<file path="src/rtl/vector_fetch.sv">
// Address-FIFO consumer: pops a vector address, issues a single-beat read, pushes the word into the vector FIFO.
// Optional WAIT timeout is compiled in with `define VECTOR_FETCH_TIMEOUT_EN.
module vector_fetch #(
  parameter int ADDR_W         = 32,
  parameter int DATA_W         = 32,
  parameter int TIMEOUT_CYCLES = 256
) (
  input  logic              clk,
  input  logic              reset,
  input  logic              run_program,
  input  logic              addr_fifo_empty,
  input  logic [ADDR_W-1:0] addr_fifo_dout,
  output logic              addr_fifo_rd,
  output logic [ADDR_W-1:0] master_addr,
  output logic              master_rd,
  input  logic              master_wait,
  input  logic [DATA_W-1:0] master_data_in,
  input  logic              master_data_in_val,
  input  logic              vctr_fifo_full,
  output logic [DATA_W-1:0] vctr_fifo_din,
  output logic              vctr_fifo_wr,
  output logic              busy,
  output logic [31:0]       fetch_cnt,
  output logic [1:0]        err_flags
);

  // state | meaning
  // IDLE  | nothing in flight, waiting for run_program and a queued address
  // POP   | addr_fifo_rd high for this one cycle
  // LATCH | addr_fifo_dout valid, captured into master_addr
  // ISSUE | master_rd held with stable address until accepted
  // WAIT  | one read outstanding, waiting for the data beat
  // PUSH  | captured word held on vctr_fifo_din until the vector FIFO has room
  typedef enum logic [2:0] {IDLE, POP, LATCH, ISSUE, WAIT, PUSH} state_t;

  state_t state;
  logic   err_spur;
  logic   err_timeout;

  assign err_flags = {err_timeout, err_spur};

`ifdef VECTOR_FETCH_TIMEOUT_EN
  localparam int TO_W = (TIMEOUT_CYCLES > 2) ? $clog2(TIMEOUT_CYCLES) : 1;
  logic [TO_W-1:0] wait_cnt;
`else
  logic unused_timeout_cfg;
  assign unused_timeout_cfg = (TIMEOUT_CYCLES > 1);
  assign err_timeout = 1'b0;
`endif

  always_ff @(posedge clk or negedge reset) begin
    if (!reset) begin
      state         <= IDLE;
      addr_fifo_rd  <= 1'b0;
      master_addr   <= '0;
      master_rd     <= 1'b0;
      vctr_fifo_din <= '0;
      vctr_fifo_wr  <= 1'b0;
      busy          <= 1'b0;
      fetch_cnt     <= '0;
      err_spur      <= 1'b0;
`ifdef VECTOR_FETCH_TIMEOUT_EN
      err_timeout   <= 1'b0;
      wait_cnt      <= '0;
`endif
    end else begin
      addr_fifo_rd <= 1'b0;
      vctr_fifo_wr <= 1'b0;
      // a data beat is only meaningful while a read is outstanding
      if (master_data_in_val && (state != WAIT)) err_spur <= 1'b1;
      case (state)
        IDLE: begin
          if (run_program && !addr_fifo_empty) begin
            state        <= POP;
            addr_fifo_rd <= 1'b1;
            busy         <= 1'b1;
          end
        end
        POP: state <= LATCH;
        LATCH: begin
          master_addr <= addr_fifo_dout;
          master_rd   <= 1'b1;
          state       <= ISSUE;
        end
        ISSUE: begin
          if (!master_wait) begin
            master_rd <= 1'b0;
            state     <= WAIT;
`ifdef VECTOR_FETCH_TIMEOUT_EN
            wait_cnt  <= TO_W'(TIMEOUT_CYCLES - 1);
`endif
          end
        end
        WAIT: begin
          if (master_data_in_val) begin
            vctr_fifo_din <= master_data_in;
            state         <= PUSH;
          end
`ifdef VECTOR_FETCH_TIMEOUT_EN
          else if (wait_cnt == '0) begin
            err_timeout <= 1'b1;
            busy        <= 1'b0;
            state       <= IDLE;
          end else begin
            wait_cnt <= wait_cnt - 1'b1;
          end
`endif
        end
        PUSH: begin
          if (!vctr_fifo_full) begin
            vctr_fifo_wr <= 1'b1;
            fetch_cnt    <= fetch_cnt + 32'd1;
            if (run_program && !addr_fifo_empty) begin
              state        <= POP;
              addr_fifo_rd <= 1'b1;
            end else begin
              state <= IDLE;
              busy  <= 1'b0;
            end
          end
        end
        default: begin
          state <= IDLE;
          busy  <= 1'b0;
        end
      endcase
    end
  end

endmodule
</file>
<file path="config.mk">
export PLATFORM = sky130hd
export DESIGN_NAME = vector_fetch
export DESIGN_NICKNAME = d
export VERILOG_FILES = /design/src/rtl/vector_fetch.sv
export SDC_FILE = /design/constraint.sdc
export NUM_CORES = 1
export LEC_CHECK = 0
export BUFFER_PORTS_ARGS = -buffer_cell sky130_fd_sc_hd__buf_2
export CAP_MARGIN = 5
export CORE_MARGIN = 2
export CORE_UTILIZATION = 45
export CTS_CLUSTER_SIZE = 8
export DETAILED_ROUTE_END_ITERATION = 8
export GPL_TIMING_DRIVEN = 0
export PLACE_DENSITY = 0.77
export SLEW_MARGIN = 20
export SYNTH_ARGS = -nofsm -noshare
export SYNTH_HDL_FRONTEND = slang
export SYNTH_SLANG_ARGS = --single-unit
</file>
<file path="constraint.sdc">
create_clock -name clk -period 4.62 [get_ports clk]
set_input_delay 0.462 -clock clk [delete_from_list [all_inputs] [get_ports clk]]
set_output_delay 0.462 -clock clk [all_outputs]
set_load 0.01 [all_outputs]
</file>
==> results of run 1 <==
-- cell families (layout without fill, tap and decap cells) --
group                      Yosys count  count (layout)  synth area share
DFF                                104             104             0.620
other                                1               1          0.000893
AOI/OAI and AO/OA                    9               9            0.0137
xor gates and xnor gates            31              31            0.0646
adders and majority gates            1               1           0.00298
buffers and inverters               20             207            0.0206
and+or+nand+nor                     80              80             0.106
muxes                               64              64             0.172
-- registers in the layout, indices dropped and copies added (netlist names) --
signal         count
state              3
busy               1
addr_fifo_rd       1
fetch_cnt         32
vctr_fifo_din     32
master_addr       32
err_spur           1
master_rd          1
vctr_fifo_wr       1
-- how the worst max path moves through the flow --
| stage | endpoint | slack [ns] | cells past startpoint |
|---|---|---|---|
| global route | fetch_cnt[23] | 2.09 | 6 |
| floorplan | fetch_cnt[26] | 2.63 | 6 |
| CTS | vctr_fifo_din[4] | 2.31 | 5 |
| detailed placement | fetch_cnt[27] | 2.22 | 7 |
| global placement | vctr_fifo_din[16] | 2.01 | 1 |
| finish | fetch_cnt[29] | 2.33 | 6 |
-- cell usage in the layout, fill, tap and decap left out, types with 4 or more instances in the layout --
cell type / netlist / final
sky130_fd_sc_hd__clkbuf_8: 0 / 9
sky130_fd_sc_hd__nand2b_1: 4 / 4
sky130_fd_sc_hd__mux2_1: 6 / 6
sky130_fd_sc_hd__mux2_2: 58 / 58
sky130_fd_sc_hd__dfrtp_1: 104 / 104
sky130_fd_sc_hd__xnor2_1: 17 / 17
sky130_fd_sc_hd__clkbuf_1: 8 / 9
sky130_fd_sc_hd__nor2_1: 10 / 10
sky130_fd_sc_hd__xor2_1: 14 / 14
sky130_fd_sc_hd__nand3_1: 10 / 10
sky130_fd_sc_hd__nor3_1: 11 / 11
sky130_fd_sc_hd__nand4_1: 11 / 11
sky130_fd_sc_hd__and3_1: 5 / 5
sky130_fd_sc_hd__inv_1: 7 / 7
sky130_fd_sc_hd__nand2_1: 15 / 15
sky130_fd_sc_hd__buf_2: 3 / 173
-- stage by stage --
step                      std cells  hold slack, ns
after global placement          592           0.456
after CTS                       608           0.302
after global routing            608           0.296
final                           608           0.320
after floorplan                 310           0.166
after detailed placement        593           0.363
-- cell type report --
cell class / instances / area, um^2 / share of cell area
buffer: 13 / 60.1 / 0.0110
clock buffer: 10 / 128 / 0.0234
sequential: 104 / 2600 / 0.477
multi-input combinational: 186 / 1510 / 0.277
clock inverter: 4 / 95.1 / 0.0174
inverter: 7 / 26.3 / 0.00481
timing repair buffer: 173 / 900 / 0.165
tap: 111 / 139 / 0.0254
-- power by group --
group          total [mW]  switching (mW)  internal (mW)  leakage (nW)
Sequential           1.38           0.161           1.22          1.30
Combinational        1.06           0.504          0.560          1.37
Clock               0.640           0.286          0.354         0.112
-- cells in the mapped netlist (all sizes together), types with 2 or more instances --
library cell  instances  share of area
dfrtp               104           0.62
nand3                10          0.012
o32ai                 2         0.0042
nand2b                4         0.0060
a21oi                 2         0.0024
nand4                11          0.016
and4                  3         0.0063
and3                  5         0.0074
nor3                 11          0.013
nor4                  4         0.0089
inv                   7         0.0063
and2                  2         0.0030
mux2                 64           0.17
o21ai                 3         0.0036
nand2                15          0.013
buf                   5         0.0071
xnor2                17          0.035
clkbuf                8         0.0071
xor2                 14          0.029
nor2                 10         0.0089
-- per-layer routing --
layer / GRT usage / vias up / part of all wire
li1: - / 1443 / -
met1: 0.226 / 1462 / 0.42
met2: 0.291 / 118 / 0.49
met3: 0.0562 / 8 / 0.076
met4: 0.0516 / 0 / 0.012
met5: 0 / - / 0
==> results.toml, run 1 <==
[synth]
postSynth.topFlopCell = "sky130_fd_sc_hd__dfrtp_1"
syn_area_per_cell_um2 = 13.5
synthesis.instances = 310
ys_seq_elements = 104
seq_area_frac_synth = 0.620
synth-edff-count = 0
yosysWarningCount = 0
synthArstFlopShare = 1.00
post_synth_num_cell_types = 32
syn_area_mm2 = 0.00420
synth_fp_nets = 382

[routing]
drc = 0
routed_wire_length_per_instance_um = 14.3
dr.first_iter.drc_count = 108
vias_per_instance = 4.99
drt-pass1-iter-count = 4
drt-total-wl_um = 8690
route.antenna.remaining_nets = 0
routed_via_count = 3031

[cts]
ctsHoldBuffers = 1
worst_setup_hold_path_clk_slew_ns = 0.10
postCtsSetupBuffers = 0
max-clock-path-buffers = 2
clock_root_cell = "sky130_fd_sc_hd__clkbuf_8"
cts.sink_count = 104
cts_htree_levels = 3
clkLatencyLatePin_ns = 0.36
numCtsBuffers = 9
tritoncts_clock_tree = "done"
post_cts_resize_count = 0

[setup_path]
cp_cell_sequence = "nand4bb_1 > buf_2 > nor4_1 > buf_2 > nand4_1 > xnor2_1"
endpoint_kind = "flop"
critical-path-top-delay-family = "simple AND/OR/NAND/NOR gates"
regToRegSetupSlack_ns = 2.33
cell_occurring_most_often_along_the_worst_timing_path = "sky130_fd_sc_hd__buf_2"
crit_required_ns = 4.87
crit_path_max_fanout = 10
timing.critical_path.slowest_cell_delay_ns = 0.66
timing.setup.critical_path_class = "reg -> reg"
crit_arrival_ns = 2.54
worstSetupStartpoint = "state[1]"
worstRegToRegCells = 6
critPathSlowestCell = "sky130_fd_sc_hd__nor4_1"
r2r-start = "state[1]"
worst_setup_path_start_kind = "flop"
reg2reg_end = "fetch_cnt[29]"
count_of_buffering_cells_on_the_critical_path_with_inverters_included = 2

[floorplanning]
pin_count = 173
dieArea_mm2 = 0.0101
initial_utilization = 0.459
die_y_um = 101
die_width_um = 101
placeableCoreArea_mm2 = 0.00915
core.rowCount = 35

[global_routing]
globalRouteOverflowTotal = 0
grt_max_degree = 74
track_usage = 0.177
vias_in_the_first_global_route = 2983
antenna_found_initial = 0
first_pass_grt_wire_length_um = 14200

[run_status]
outcome = "complete, no violations"

[job]
max-cap-violations = 0

[min_path]
hold_path.class = "in -> reg"
min_from = "addr_fifo_dout[20]"
hold_path_end = "master_addr[20]"
hold_path_depth = 2

[power_and_ir_drop]
power_density_mw_per_mm2 = 565
p_leak_nw = 2.78
design_power_total_mw = 3.09
ir_worst_vdd_mv = 0.308

[layout]
finish.utilization = 0.597
num-fill-cells = 761
area_added_between_synthesis_and_finish_pct = 30.0
antenna-diode-count = 0
nets = 566
finish.instance_area_mm2 = 0.00546
drive_above_1_share = 0.505

[placement]
io_buffers = 171
finalWeightedCongestion = 0.798
pre_cts_ws_ns = 2.22
placement.cell_area_mm2 = 0.00523
dp.final_hpwl_um = 6590

[sta]
max-slew-margin-rel = 0.508
max_slew.worst_pin.slew_ns = 0.731
timing.final.crit_share = 0.495
finalMaxSlewViolations = 0
setup_tns_ns = 0
finalSetupViolations = 0
finalWorstPathRequiredPeriod_ns = 2.29
fmax_mhz = 437
hold_violations = 0
final.setup.worst_slack_ns = 2.33
fin_worst_skew_ns = 0.0167
setup_repair_after_global_routing_missed_its_margin = "false"
Note: power is estimated with default switching activity, not from simulation.
==> run 2, diff against run 1 <==
==> constraint.sdc (replaced) <==
create_clock -name clk -period 2.29 [get_ports clk]
set_input_delay 0.229 -clock clk [delete_from_list [all_inputs] [get_ports clk]]
set_output_delay 0.229 -clock clk [all_outputs]
set_load 0.01 [all_outputs]
==> results.toml, run 2 (synthesized netlist as in run 1, its figures left out) <==
[run_status]
outcome = "complete, no violations"

[cts]
clock_root_cell = "sky130_fd_sc_hd__clkbuf_8"
clkLatencyLatePin_ns = 0.36
numCtsBuffers = 9
tritoncts_clock_tree = "done"
max-clock-path-buffers = 2
postCtsSetupBuffers = 0
cts.sink_count = 104
cts_htree_levels = 3
worst_setup_hold_path_clk_slew_ns = 0.10

[sta]
finalWorstPathRequiredPeriod_ns = 2.16
timing.final.crit_share = 0.945
finalMaxSlewViolations = 0
max_slew.worst_pin.slew_ns = 0.530
final.setup.worst_slack_ns = 0.126
hold_violations = 0
fmax_mhz = 462
max-slew-margin-rel = 0.646
finalSetupViolations = 0
setup_repair_after_global_routing_missed_its_margin = "false"
fin_worst_skew_ns = 0.0162

[global_routing]
track_usage = 0.178
gr-usage-met1 = 0.228
use_met2 = 0.292
first_pass_grt_wire_length_um = 14300
groute.layer.met3.usage = 0.0562
antenna_found_initial = 0
grt_max_degree = 74
vias_in_the_first_global_route = 2991
globalRouteOverflowTotal = 0
top_usage_layer = "met2"

[power_and_ir_drop]
p_leak_nw = 2.78
ir_worst_vdd_mv = 0.622
power_density_mw_per_mm2 = 1140

[layout]
layout.cells.most_common = "sky130_fd_sc_hd__buf_2"
finish.utilization = 0.598
biggestRegsByFlops = "fetch_cnt: 32 flops, master_addr: 32 flops, vctr_fifo_din: 32 flops"
area_added_between_synthesis_and_finish_pct = 30.3
layout.cells.most_common_list = "sky130_fd_sc_hd__buf_2, sky130_fd_sc_hd__dfrtp_1, sky130_fd_sc_hd__mux2_2, sky130_fd_sc_hd__xnor2_1, sky130_fd_sc_hd__nand2_1"
nets = 566
antenna-diode-count = 0
drive_above_1_share = 0.511

[routing]
drt-total-wl_um = 8750
routed_via_count = 3040
drc = 0
vias_per_instance = 5.00
routed_wire_length_per_instance_um = 14.4
drt-pass1-iter-count = 4
dr.first_iter.drc_count = 122
route.antenna.remaining_nets = 0

[min_path]
min_from = "addr_fifo_dout[20]"
hold_path_end = "master_addr[20]"
hold_path_depth = 2
hold_path.class = "in -> reg"

[placement]
dp.final_hpwl_um = 6590
finalWeightedCongestion = 0.798
pre_cts_ws_ns = -0.0102
io_buffers = 171

[setup_path]
crit_required_ns = 2.58
crit_arrival_ns = 2.45
timing.setup.critical_path_class = "reg -> reg"
worstRegToRegCells = 6
reg2reg_end = "fetch_cnt[26]"
r2r-start = "state[1]"
crit_path_max_fanout = 10
regToRegSetupSlack_ns = 0.13
worst_setup_path_start_kind = "flop"
endpoint_kind = "flop"

[floorplanning]
dieArea_mm2 = 0.0101
pin_count = 173
core.rowCount = 35
initial_utilization = 0.459
placeableCoreArea_mm2 = 0.00915
die_y_um = 101
die_width_um = 101

[job]
max-cap-violations = 0
-- run 2: repair_timing --
| action | 4_1_cts | 5_1_grt |
|---|---|---|
| gates cloned | 0 | 0 |
| hold buffers | 1 | 0 |
| gates resized for setup | 2 | 1 |
| setup endpoints to repair | 9 | 3 |
| endpoints found under the hold margin | 31 | 0 |
-- run 2: how the worst max path moves through the flow --
stage / start / to / depth (start not counted)
floorplan: state[1] / fetch_cnt[26] / 6
global placement: reset / vctr_fifo_din[16] / 1
CTS: state[1] / fetch_cnt[26] / 6
finish: state[1] / fetch_cnt[26] / 6
global route: state[1] / fetch_cnt[26] / 6
detailed placement: state[1] / vctr_fifo_din[4] / 5
-- run 2: layer usage --
metal	wire length, um	share of wire	vias up
met2	4270	0.49	115
met4	115	0.013	0
met5	0	0	-
li1	-	-	1444
met3	630	0.072	9
met1	3740	0.43	1472
-- run 2: area by class of cell --
cell class	count	area, um^2
multi-input combinational	186	1520
fill	761	3680
tap	111	139
buffer	13	60.1
timing repair buffer	173	900
inverter	7	26.3
sequential	104	2600
clock buffer	10	128
clock inverter	4	95.1
-- run 2: stage by stage --
| step | power [mW] | hold WS (ns) | std cells | cell area [um^2] | TNS (ns) |
|---|---|---|---|---|---|
| after global routing | 6.67 | 0.0633 | 608 | 5470 | 0 |
| after floorplan | 4.10 | -0.0666 | 310 | 4200 | 0 |
| after CTS | 6.33 | 0.0687 | 608 | 5470 | 0 |
| after global placement | 4.91 | 0.448 | 592 | 5190 | -7.88 |
| after detailed placement | 5.03 | 0.130 | 593 | 5230 | -0.0231 |
| final | 6.24 | 0.0845 | 608 | 5470 | 0 |
-- run 2: report_power, final --
group	switching (mW)	internal (mW)	total, mW	leakage [nW]
registers	0.325	2.47	2.80	1.30
logic	1.02	1.13	2.15	1.37
clock network	0.579	0.713	1.29	0.112
-- run 2: worst max-delay path: stages (launching register included) --
cell	delay, ns
sky130_fd_sc_hd__dfrtp_2	0.46
sky130_fd_sc_hd__nand4bb_1	0.18
sky130_fd_sc_hd__buf_2	0.18
sky130_fd_sc_hd__or4_4	0.54
sky130_fd_sc_hd__buf_2	0.22
sky130_fd_sc_hd__nor4_2	0.32
sky130_fd_sc_hd__xor2_1	0.18
